`config.mk`:
```
export PLATFORM = sky130hd
export DESIGN_NAME = instruction_fetch
export DESIGN_NICKNAME = d
export VERILOG_FILES = /design/src/rtl/instruction_fetch_pkg.sv /design/src/rtl/fetch_buffer.sv /design/src/rtl/instruction_fetch.sv
export SDC_FILE = /design/constraint.sdc
export NUM_CORES = 1
export LEC_CHECK = 0
export ABC_AREA = 1
export ABC_CLOCK_PERIOD_IN_PS = 2600
export CAP_MARGIN = 20
export CORE_UTILIZATION = 47
export DETAILED_ROUTE_END_ITERATION = 16
export PLACE_DENSITY = 0.8
export SLEW_MARGIN = 20
export SYNTH_ARGS = -nofsm -noshare
export SYNTH_HDL_FRONTEND = slang
export SYNTH_SLANG_ARGS = --single-unit
```
`constraint.sdc`:
```
create_clock -name clk -period 2.6 [get_ports clk]
set_input_delay 0.52 -clock clk [delete_from_list [all_inputs] [get_ports clk]]
set_output_delay 0.52 -clock clk [all_outputs]
set_load 0.005 [all_outputs]
```
`src/rtl/instruction_fetch_pkg.sv`:
```
// Shared definitions for the instruction fetch stage and its neighbours.
// Holds word/address widths, the reset fetch address, the NOP encoding and
// the queue entry layout carried from memory response to decode.
package instruction_fetch_pkg;

  localparam int unsigned INSTRUCTION_WIDTH = 33;
  localparam int unsigned PC_WIDTH          = 16;
  localparam int unsigned BUF_DEPTH         = 2;

  localparam logic [PC_WIDTH-1:0]          RESET_PC  = '0;
  localparam logic [INSTRUCTION_WIDTH-1:0] INSTR_NOP = '0;

  typedef struct packed {
    logic [INSTRUCTION_WIDTH-1:0] instr;
    logic [PC_WIDTH-1:0]          pc;
  } fetch_entry_t;

endpackage

```
`src/rtl/fetch_buffer.sv`:
```
// Two-entry FIFO of {instr, pc} between the memory response and decode.
// Ports:
//   clk, rst_n  clock and asynchronous active-low reset
//   push        write push_entry at the tail
//   push_entry  entry to write
//   pop         retire the head entry (caller guarantees count != 0)
//   flush       empty the queue; wins over push, pop is irrelevant then
//   count       number of valid entries (0..2)
//   head        oldest entry; only meaningful when count != 0
module fetch_buffer
  import instruction_fetch_pkg::*;
(
  input  logic         clk,
  input  logic         rst_n,
  input  logic         push,
  input  fetch_entry_t push_entry,
  input  logic         pop,
  input  logic         flush,
  output logic [1:0]   count,
  output fetch_entry_t head
);

  fetch_entry_t mem_q [BUF_DEPTH];
  logic         rd_ptr_q;
  logic         wr_ptr_q;
  logic [1:0]   count_q;

  always_ff @(posedge clk or negedge rst_n) begin
    if (!rst_n) begin
      rd_ptr_q <= 1'b0;
      wr_ptr_q <= 1'b0;
      count_q  <= '0;
      for (int unsigned i = 0; i < BUF_DEPTH; i++) begin
        mem_q[i] <= '0;
      end
    end else if (flush) begin
      rd_ptr_q <= 1'b0;
      wr_ptr_q <= 1'b0;
      count_q  <= '0;
    end else begin
      if (push) begin
        mem_q[wr_ptr_q] <= push_entry;
        wr_ptr_q        <= ~wr_ptr_q;
      end
      if (pop) begin
        rd_ptr_q <= ~rd_ptr_q;
      end
      count_q <= count_q + {1'b0, push} - {1'b0, pop};
    end
  end

  assign count = count_q;
  assign head  = mem_q[rd_ptr_q];

endmodule

```
`src/rtl/instruction_fetch.sv`:
```
// Instruction fetch stage: owns the PC, issues one read per cycle to a
// 1-cycle-latency instruction memory, buffers returned words in a 2-entry
// queue and hands them to decode over a valid/ready handshake. A branch
// redirect flushes the queue, kills the in-flight read and reloads the PC.
// Ports:
//   clk, rst_n       clock and asynchronous active-low reset
//   imem_en          read strobe; data returns on imem_rdata next cycle
//   imem_addr        word address of the read (current PC)
//   imem_rdata       read data for the previous cycle's strobe
//   instr, instr_pc  head instruction and its address (zero when invalid)
//   instr_valid      head entry present
//   instr_ready      decode accepts the head this cycle
//   redirect_valid   taken branch; flushes and reloads PC
//   redirect_target  absolute next fetch address
//   halt             suppresses new reads, in-flight read still lands
module instruction_fetch
  import instruction_fetch_pkg::*;
(
  input  logic                         clk,
  input  logic                         rst_n,
  output logic                         imem_en,
  output logic [PC_WIDTH-1:0]          imem_addr,
  input  logic [INSTRUCTION_WIDTH-1:0] imem_rdata,
  output logic [INSTRUCTION_WIDTH-1:0] instr,
  output logic [PC_WIDTH-1:0]          instr_pc,
  output logic                         instr_valid,
  input  logic                         instr_ready,
  input  logic                         redirect_valid,
  input  logic [PC_WIDTH-1:0]          redirect_target,
  input  logic                         halt
);

  logic [PC_WIDTH-1:0] pc_q;
  logic [PC_WIDTH-1:0] inflight_pc_q;
  logic                inflight_q;
  logic                run_q;
  logic [1:0]          count;
  logic [2:0]          occupancy;
  logic                pop;
  logic                push;
  logic                issue;
  fetch_entry_t        head;
  fetch_entry_t        push_entry;

  assign instr_valid = (count != 2'd0);
  assign pop         = instr_valid & instr_ready;

  // A returning word is always pushed; a same-cycle redirect drives flush,
  // which takes priority inside the buffer and so discards the killed read.
  assign push             = inflight_q;
  assign push_entry.instr = imem_rdata;
  assign push_entry.pc    = inflight_pc_q;

  // Credit check: entries held plus the read in flight, less the entry
  // leaving this cycle, must leave room for the word being requested.
  assign occupancy = {1'b0, count} + {2'b00, inflight_q} - {2'b00, pop};

  // run_q holds off issue for the first cycle after reset release so the
  // strobe stays low throughout reset and releases synchronously.
  assign issue = run_q & ~halt & ~redirect_valid
               & (occupancy < 3'(BUF_DEPTH));

  assign imem_en   = issue;
  assign imem_addr = pc_q;

  assign instr    = instr_valid ? head.instr : INSTR_NOP;
  assign instr_pc = instr_valid ? head.pc    : '0;

  always_ff @(posedge clk or negedge rst_n) begin
    if (!rst_n) begin
      pc_q          <= RESET_PC;
      inflight_q    <= 1'b0;
      inflight_pc_q <= '0;
      run_q         <= 1'b0;
    end else begin
      run_q      <= 1'b1;
      inflight_q <= issue;
      if (issue) begin
        inflight_pc_q <= pc_q;
      end
      if (redirect_valid) begin
        pc_q <= redirect_target;
      end else if (issue) begin
        pc_q <= pc_q + 1'b1;
      end
    end
  end

  fetch_buffer u_buf (
    .clk        (clk),
    .rst_n      (rst_n),
    .push       (push),
    .push_entry (push_entry),
    .pop        (pop),
    .flush      (redirect_valid),
    .count      (count),
    .head       (head)
  );

endmodule

```
**Word-level counts from Yosys, hierarchy flattened**

Index checks and enable logic that the tools add are counted.

- Memory bits (read-only): 0
- Bits in registers: 136
- Memories: 0
- Output and inout port bits: 67
- Bits in latches: 0
- RAM bits: 0

- Shift-type cells: 0
- Div/mod/pow operators: 0
- Order comparisons: 4
- Bitwise operators: 10
- Eq/ne operators: 0
- Add/subtract/negate cells: 5
- Multipliers: 0
- Reductions and logical operators: 6
- Muxes and demuxes: 15

Operators with widths:

| kind | count |
|---|---|
| 49-bit 2-to-1 mux | 4 |
| 98-bit bitwise mux | 1 |
| 49-bit demux with 1-bit select | 1 |
| 16-bit 2-to-1 mux | 3 |
| 33-bit 2-to-1 mux | 1 |
| 16-bit by 1-bit adder with 16-bit output (second input constant) | 1 |
| 2-bit nonzero test | 4 |
| 1-bit bitwise AND | 4 |
| 2-bit greater-or-equal comparator (second input constant) | 2 |
| 1-bit 2-to-1 mux | 4 |
| 1-bit inverter | 4 |
| 1-bit inverter with 2-bit output | 2 |
| 2-bit by 1-bit adder with 3-bit output | 1 |
| 3-bit by 2-bit less-than comparator with 1-bit output (second input constant) | 1 |
| 3-bit by 1-bit subtractor with 3-bit output | 1 |
| 2-bit by 1-bit adder with 2-bit output | 1 |
| 2-bit by 1-bit less-than comparator with 1-bit output (second input constant) | 1 |
| 2-bit 2-to-1 mux | 1 |
| 2-bit AND reduction | 1 |
| 2-bit by 1-bit subtractor with 2-bit output | 1 |
| 1-bit logical AND | 1 |

**Logic depth before layout (Yosys ltp)**

Gate-level depths: netlist of run 1.

- Depth in word-level cells: 7
- Depth in mapped cells: 15
- Depth with buffers taken out: 14

**Hierarchy**

A second synthesis of run 1 with hierarchy kept.

- Cells, all modules: 802
- Area, all modules: 6685.2 µm²

Modules (own cells, without submodules):

| module | area each (µm²) | cells each | instances |
|---|---|---|---|
| fetch_buffer | 4418.0 | 443 | 1 |
| instruction_fetch | 2267.2 | 359 | 1 |

**Worst setup path after synthesis of run 1**

Ideal clock, no wire load.

- Path kind: flip-flop to output port
- From: register u_buf.count_q[1], in the netlist u_buf.count[1]
- To: output imem_en
- Data arrival time: 2.189 ns
- Data required time: 2.080 ns
- Path slack: -0.109 ns
- Cell stages (with the launch flop): 13
- Cells stage by stage: dfrtp_1 > nor2_1 > nor2_1 > ha_1 > inv_1 > ha_1 > fa_1 > inv_1 > nand2_1 > nor2_2 > nand2_4 > inv_4 > buf_6

- Word-level cells in the longest chain between the ends: 5
- Elaborated cells on any way between the ends: 6
- Those cells by class: add/sub: 2; order compare: 1; bitwise: 2; reduce/logical: 1

Ends and longest elaborated chain:

| what | RTL line | text |
|---|---|---|
| start, declared | fetch_buffer.sv:26 | `logic [1:0] count_q;` |
| start signal, assigned | fetch_buffer.sv:48 | `count_q <= count_q + {1'b0, push} - {1'b0, pop};` |
| branches (longest 2 deep; another with 2-bit by 1-bit adder with 3-bit output) | - |  |
| 3-bit by 1-bit subtractor with 3-bit output * | instruction_fetch.sv:56 | `assign occupancy = {1'b0, count} + {2'b00, inflight_q} - {2'b00, pop};` |
| 3-bit by 2-bit less-than comparator with 1-bit output * | instruction_fetch.sv:61 | `& (occupancy < 3'(BUF_DEPTH));` |
| 1-bit bitwise AND * | instruction_fetch.sv:61 |  |
| end, declared | instruction_fetch.sv:21 | `output logic imem_en,` |

Every way passes the cells marked *.

**Worst setup path in the final report of run 1**

- From: register u_buf.count_q[0], in the netlist u_buf.count[0]
- To: output imem_en

Same word-level chain as after synthesis.

==> impl_results.md, run 1 <==
- Post-synthesis sequential area ratio: 54.4%
- Final Critical Period: 2870 ps
- Antenna violations before repair: 0
- Slowest cell on crit path: dfrtp_1
- Gr usage total: 22.0%
- Worst setup EP type: output pin
- Starting density of the core: 48.9%
- Layout cells sized above 1: 7.30%
- Routed Antenna Nets: 0
- M3 GR Usage: 4.62%
- Sequential cell area: 3400 sq um
- Layout Skew: 8.58 ps
- Die X: 117 um
- Final net count: 963
- CTS root buf: clkbuf_16
- Worst slew pin tran: 681 ps
- Gr ovfl total: 0
- Final period util: 111%
- YS warnings: 0
- Sequence of cells on the critical path: nor2_4, nor2_4, ha_4, inv_2, ha_4, fa_1, xor2_1, nand2_4, inv_4, buf_6
- Critical path fanouts, max: 3
- Cell Area, Synth: 6250 sq um
- GR Util met1: 29.2%
- Setup TNS: -284 ps
- Number of port buffers: 120
- CP bufs+invs: 3
- Avg Cell Area, Syn: 7.90 sq um
- Slew HR: 54.6%
- Core area: 12800 sq um
- Failing checks: negative setup slack
- Max Transition Viols Final: 0
- Antenna cells: 0
- Unrepaired setup endpoints after global routing: yes
- Synth cell types: 25
- Layout area overhead: 34.0%
- Drt first-iter violations: 427
- Final core occ: 65.6%
- Pleak: 3.92 nW
- Total I/O pin count: 121
- Largest net degree at the start of global routing: 73
- Final Cell Area: 8380 sq um
- Placed cells: 1057
- Met2 usage: 35.8%
- Max Clk Rate: 348 MHz
- Routed wire length: 14.6 mm
- Final worst slack: -274 ps
- CP peak stage delay: 400 ps
- Rows: 41
- Min-delay worst type: in -> async
- Cts hold-fix bufs: 0
- Crit path DAT: 2350 ps
- Pre-antenna DRT Iters: 5
- CP top delay family: adder cells
- Clk_lat worst skew: 410 ps
- CTS clk-pin slew, worst paths: 60 ps
- Num CTS Buffers: 17
- Detailed Place HPWL: 9.01 mm
- Startpoint class of the critical path: flop
- First-pass GRT wire length: 24.3 mm
- Status: finished, violations left
- Full die area: 13800 sq um
- Multi-input gate area: 2370 sq um
- Setup CP Type: reg -> out
- Via count: 5443
- Vias per inst: 4.99
- DRC errors left: 0
- Flops & latches, synth: 136
- Final setup viols: 4
- Cell Pwr Density: 1050 nW/um^2
- VDD IR max: 0.495 mV
- CTS HTree Levels: 4
- Clk buf depth: 2
- TritonCTS clock tree: done
- Post-Syn Instances: 791
- DR WL/cell: 13.4 um
- GRT busiest layer: met2
- Final hold vios: 0
- WP data required: 2080 ps
- Vias in the first global route: 5092
- Dpl cell area: 7680 sq um
- Syn_nets: 849
- Fillers: 1048
- Post-Layout Cell Count: 1090
- Chip height: 117 um
- Max Cap Viol: 0
- Clock net sink count: 136
- Placer congestion estimate: 0.809
==> layer usage <==
layer / vias up / routed length, um
li1: 2726 / -
met1: 2535 / 6710
met2: 171 / 6990
met3: 11 / 711
met4: 0 / 136
met5: - / 0
==> synth_stat cells (all sizes together) <==
cell type,number,area [sq um]
xnor2,1,8.76
nand4,2,12.5
nand3,40,205
buf,14,83.8
fa,1,20.0
nand2,279,1050
ha,3,37.5
o211ai,1,7.51
o21ai,121,606
a21oi,51,255
dfrtp,136,3400
conb,1,3.75
inv,87,329
xor2,4,35.0
nor2,20,77.6
clkbuf,30,113
==> flip-flops by register name (all words and copies together) (netlist names) <==
| name | flops |
|---|---|
| u_buf.mem_q | 98 |
| imem_addr | 16 |
| inflight_pc_q | 16 |
| u_buf.count | 2 |
| inflight_q | 1 |
| run_q | 1 |
| u_buf.rd_ptr_q | 1 |
| u_buf.wr_ptr_q | 1 |
==> cell usage in the layout (no fill, tap or decap), types with 5 or more instances in the layout <==
master / Yosys / routed
o21ai_0: 114 / 114
clkbuf_16: 0 / 17
inv_1: 85 / 83
o21ai_1: 7 / 7
buf_12: 0 / 5
nand3_1: 39 / 39
dfrtp_1: 136 / 135
buf_4: 1 / 12
clkdlybuf4s50_1: 0 / 117
nor2_1: 19 / 17
nand2_1: 278 / 276
a21oi_1: 51 / 51
==> cell type report <==
type	instances	area share [%]
flip-flops and latches	136	40.6
multi-input cells	524	28.3
repair buffers	139	16.9
clock buffers	18	5.24
inverters	87	3.93
well taps	172	2.57
clock inverters	14	2.38
==> what timing repair did <==
action                     4_1_cts  5_1_grt
buffers inserted                 1        0
gates cloned                     0        0
pin swaps                        6        6
gates resized for setup          9        7
setup endpoints to repair       22       75
==> final timing paths <==
kind | startpoint | to | slack [ps] | depth (start not counted)
max reg2reg | u_buf.count[0]$_DFF_PN0_ | imem_addr[2]$_DFFE_PN0P_ | 130 | 14
min in group clk | u_buf.mem_q[64]$_DFFE_PN0P_ | u_buf.mem_q[64]$_DFFE_PN0P_ | 480 | 2
max in group asynchronous | rst_n | inflight_pc_q[10]$_DFFE_PN0P_ | 1770 | 2
max | u_buf.count[0]$_DFF_PN0_ | imem_en | -270 | 10
min | rst_n | u_buf.mem_q[1]$_DFFE_PN0P_ | 120 | 1
min reg2reg | u_buf.mem_q[64]$_DFFE_PN0P_ | u_buf.mem_q[64]$_DFFE_PN0P_ | 480 | 2
==> cells by family (layout without fill, tap and decap cells) <==
| kind of cell | after synthesis | in the layout | share of synthesized area [%] |
|---|---|---|---|
| buf+inv | 131 | 258 | 8.41 |
| simple gates | 341 | 341 | 21.6 |
| fa+ha+maj | 4 | 4 | 0.921 |
| other cells | 1 | 1 | 0.0600 |
| xor+xnor | 5 | 5 | 0.700 |
| flops | 136 | 136 | 54.4 |
| compound gates | 173 | 173 | 13.9 |
==> power breakdown <==
group / internal [mW] / leakage, nW / switching [mW]
Clock: 1.64 / 0.299 / 0.917
Combinational: 1.34 / 1.85 / 1.53
Sequential: 2.92 / 1.77 / 0.489
Total: 5.90 / 3.92 / 2.94
==> stage by stage <==
step	power [mW]	hold slack [ps]	worst slack, ps
floorplan	4.94	224	15.1
global placement	6.12	465	-811
detailed placement	6.21	473	-848
CTS	8.82	145	-406
global route	9.42	170	-387
finish	8.83	120	-274
==> worst register-to-register path: stages (launching register included) <==
cell and delay, ps:
dfrtp_1 400, nor2_4 140, nor2_4 50, ha_4 260
inv_2 40, ha_4 150, fa_1 490, inv_2 50
nand2_2 70, nor2_4 40, nand2_4 80, buf_4 330
nor2_1 80, a21oi_1 130, nand2_1 60
(Power assumes the default switching activity.)
==> run 2, diff against run 1 <==
--- a/config.mk
+++ b/config.mk
@@ -6,11 +6,11 @@
 export NUM_CORES = 1
 export LEC_CHECK = 0
 export ABC_AREA = 1
-export ABC_CLOCK_PERIOD_IN_PS = 2600
 export CAP_MARGIN = 20
 export CORE_UTILIZATION = 47
 export DETAILED_ROUTE_END_ITERATION = 16
 export PLACE_DENSITY = 0.8
+export SETUP_SLACK_MARGIN = 0.3
 export SLEW_MARGIN = 20
 export SYNTH_ARGS = -nofsm -noshare
 export SYNTH_HDL_FRONTEND = slang
==> run 2 against run 1 <==
  * The flow still finishes with violations (negative setup slack)
  * Power grew 2.4%
  * Global-route usage grew 0.56 points
  * Cell area grew 2.6%
  * Flip-flop and latch count is the same
  * Critical path depth grew 2
  * Maximum frequency shrank 1.7%
  * Clock power shrank 2%
  * Sequential share of layout area shrank 1.0 points
  * Largest cell class unchanged
==> impl_results.md, run 2 (synthesis results as in run 1) <==
- Routed wire length: 15.9 mm (was 14.6 mm)
- Sequence of cells on the critical path: nor2_4, nor2_2, ha_1, inv_1, ha_2, fa_1, inv_2, nand2_2, nor2_4, nand2_4, inv_4, buf_6 (was nor2_4, nor2_4, ha_4, inv_2, ha_4, fa_1, xor2_1, nand2_4, inv_4, buf_6)
- CTS clk-pin slew, worst paths: 60 ps (about the same)
- VDD IR max: 0.540 mV (was 0.495 mV)
- Vias in the first global route: 5226 (was 5092)
- Rows: 41 (unchanged)
- Most common cell on crit path: nor2_4
- Final period util: 112% (was 111%)
- Cell Pwr Density: 1050 nW/um^2 (about the same)
- Stages on worst setup path: 12 (was 10)
- Max Cap Viol: 0 (unchanged)
- DRC errors left: 0 (unchanged)
- Worst slew pin tran: 576 ps (was 681 ps)
- Max reg flops: 98 (unchanged)
- Final setup viols: 1 (was 4)
- Chip height: 117 um (unchanged)
- Pleak: 4.05 nW (was 3.92 nW)
- CP peak stage delay: 460 ps (was 400 ps)
- Min-delay worst type: in -> async (unchanged)
- Setup CP Type: reg -> out (unchanged)
- Clk buf depth: 2 (unchanged)
- Final net count: 975 (was 963)
- Routed Antenna Nets: 0 (unchanged)
- CTS root buf: clkbuf_16 (unchanged)
- Core area: 12800 sq um (unchanged)
- Dpl cell area: 7650 sq um (was 7680 sq um)
- Slowest cell on crit path: fa_1 (was dfrtp_1)
- Cts hold-fix bufs: 0 (unchanged)
- Vias per inst: 5.14 (was 4.99)
- WP data required: 2080 ps (about the same)
- Failing checks: negative setup slack (unchanged)
- Number of port buffers: 120 (unchanged)
- Final Critical Period: 2920 ps (was 2870 ps)
- Worst setup EP type: output pin (unchanged)
- Clock net sink count: 136 (unchanged)
- Placer congestion estimate: 0.806 (was 0.809)
- Pre-antenna DRT Iters: 5 (unchanged)
- DR WL/cell: 14.5 um (was 13.4 um)
- Fillers: 991 (was 1048)
- Setup TNS: -324 ps (was -284 ps)
- Layout Skew: 11.0 ps (was 8.58 ps)
- Gr usage total: 22.5% (was 22.0%)
- Layout area overhead: 37.4% (was 34.0%)
- Unrepaired setup endpoints after global routing: yes (unchanged)
- Critical path fanouts, max: 2 (was 3)
- Num CTS Buffers: 17 (unchanged)
- CP top delay family: adder cells (unchanged)
- Layout cells sized above 1: 9.03% (was 7.30%)
- Final Cell Area: 8590 sq um (was 8380 sq um)
- Most frequent cells in the layout: nand2_1, dfrtp_1, clkdlybuf4s50_1, o21ai_0, inv_1 (unchanged)
- Biggest register: u_buf.mem_q (unchanged)
- TritonCTS clock tree: done (unchanged)
- Detailed Place HPWL: 8.87 mm (was 9.01 mm)
- Die X: 117 um (unchanged)
- Commonest non-fill, non-tap cell in the layout: nand2_1 (unchanged)
- First-pass GRT wire length: 25.2 mm (was 24.3 mm)
- Max Clk Rate: 342 MHz (was 348 MHz)
- Antenna violations before repair: 0 (unchanged)
- Startpoint class of the critical path: flop (unchanged)
- Antenna cells: 0 (unchanged)
- Hold_ws: 60.8 ps (was 120 ps)
- Starting density of the core: 48.9% (unchanged)
- Gr ovfl total: 0 (unchanged)
- Full die area: 13800 sq um (unchanged)
- Crit path DAT: 2400 ps (was 2350 ps)
- Largest net degree at the start of global routing: 99 (was 73)
- Max Transition Viols Final: 0 (unchanged)
- Drt first-iter violations: 505 (was 427)
- Slew HR: 61.6% (was 54.6%)
- Worst reg2reg path depth: 15 (was 14)
- Clk_lat worst skew: 410 ps (about the same)
- Final worst slack: -324 ps (was -274 ps)
- Via count: 5659 (was 5443)
- CTS HTree Levels: 4 (unchanged)
- Final hold vios: 0 (unchanged)
- Status: finished, violations left (unchanged)
- CP bufs+invs: 4 (was 3)
- Total I/O pin count: 121 (unchanged)
## run 2: cell types whose count changed in the layout (fill, tap and decap cells not counted), sizes merged
cell    change
buf         +7
bufinv      -1
clkbuf      +6
clkinv      -2
inv         +2
## run 2: cell type report
class                      count  area (sq um)  share of cell area [%]
sequential                   136          3400                    39.6
tap                          172           215                    2.50
timing repair buffer         151          1650                    19.1
inverter                      87           329                    3.83
clock buffer                  19           453                    5.27
multi-input combinational    524          2380                    27.7
clock inverter                13           169                    1.97
## run 2: where the power goes
part / internal, mW / switching (mW) / total (mW)
Sequential: 2.92 / 0.511 / 3.43
Clock: 1.57 / 0.926 / 2.50
Combinational: 1.49 / 1.63 / 3.12
Total: 5.99 / 3.06 / 9.05
## run 2: per-layer routing
layer  global-route usage, %  vias up  part of all wire [%]
met4                    6.90        0                   1.5
li1                        -     2756                     -
met3                    4.13       25                   6.0
met2                    36.1      204                    49
met5                       0        -                     0
met1                    31.1     2674                    44
## run 2: worst paths after layout
kind | startpoint | end | slack [ps]
setup / recovery | u_buf.count[1]$_DFF_PN0_ | imem_en | -320
hold / removal | rst_n | u_buf.mem_q[35]$_DFFE_PN0P_ | 60
setup reg to reg | u_buf.count[1]$_DFF_PN0_ | inflight_pc_q[3]$_DFFE_PN0P_ | 20
hold reg to reg | u_buf.mem_q[66]$_DFFE_PN0P_ | u_buf.mem_q[66]$_DFFE_PN0P_ | 480
max in group asynchronous | rst_n | u_buf.mem_q[49]$_DFFE_PN0P_ | 1870
min in group clk | u_buf.mem_q[66]$_DFFE_PN0P_ | u_buf.mem_q[66]$_DFFE_PN0P_ | 480
## run 2: metrics by stage
step           std cells  utilization [%]  power, mW  setup WS [ps]
2_1_floorplan        791                -       4.94           29.6
3_3_place_gp        1056             59.9       6.10           -803
3_5_place_dp        1056             59.9       6.19           -826
4_1_cts             1094             65.7       8.84           -396
5_1_grt             1102             67.3       9.65           -410
6_report            1102             67.3       9.05           -324
## run 2: what timing repair did
| item | in CTS | in global routing |
|---|---|---|
| setup buffers | 4 | 2 |
| cloned | 2 | 6 |
| resized for setup | 11 | 20 |
| endpoints found under the setup margin | 84 | 84 |
| pin swaps | 5 | 11 |
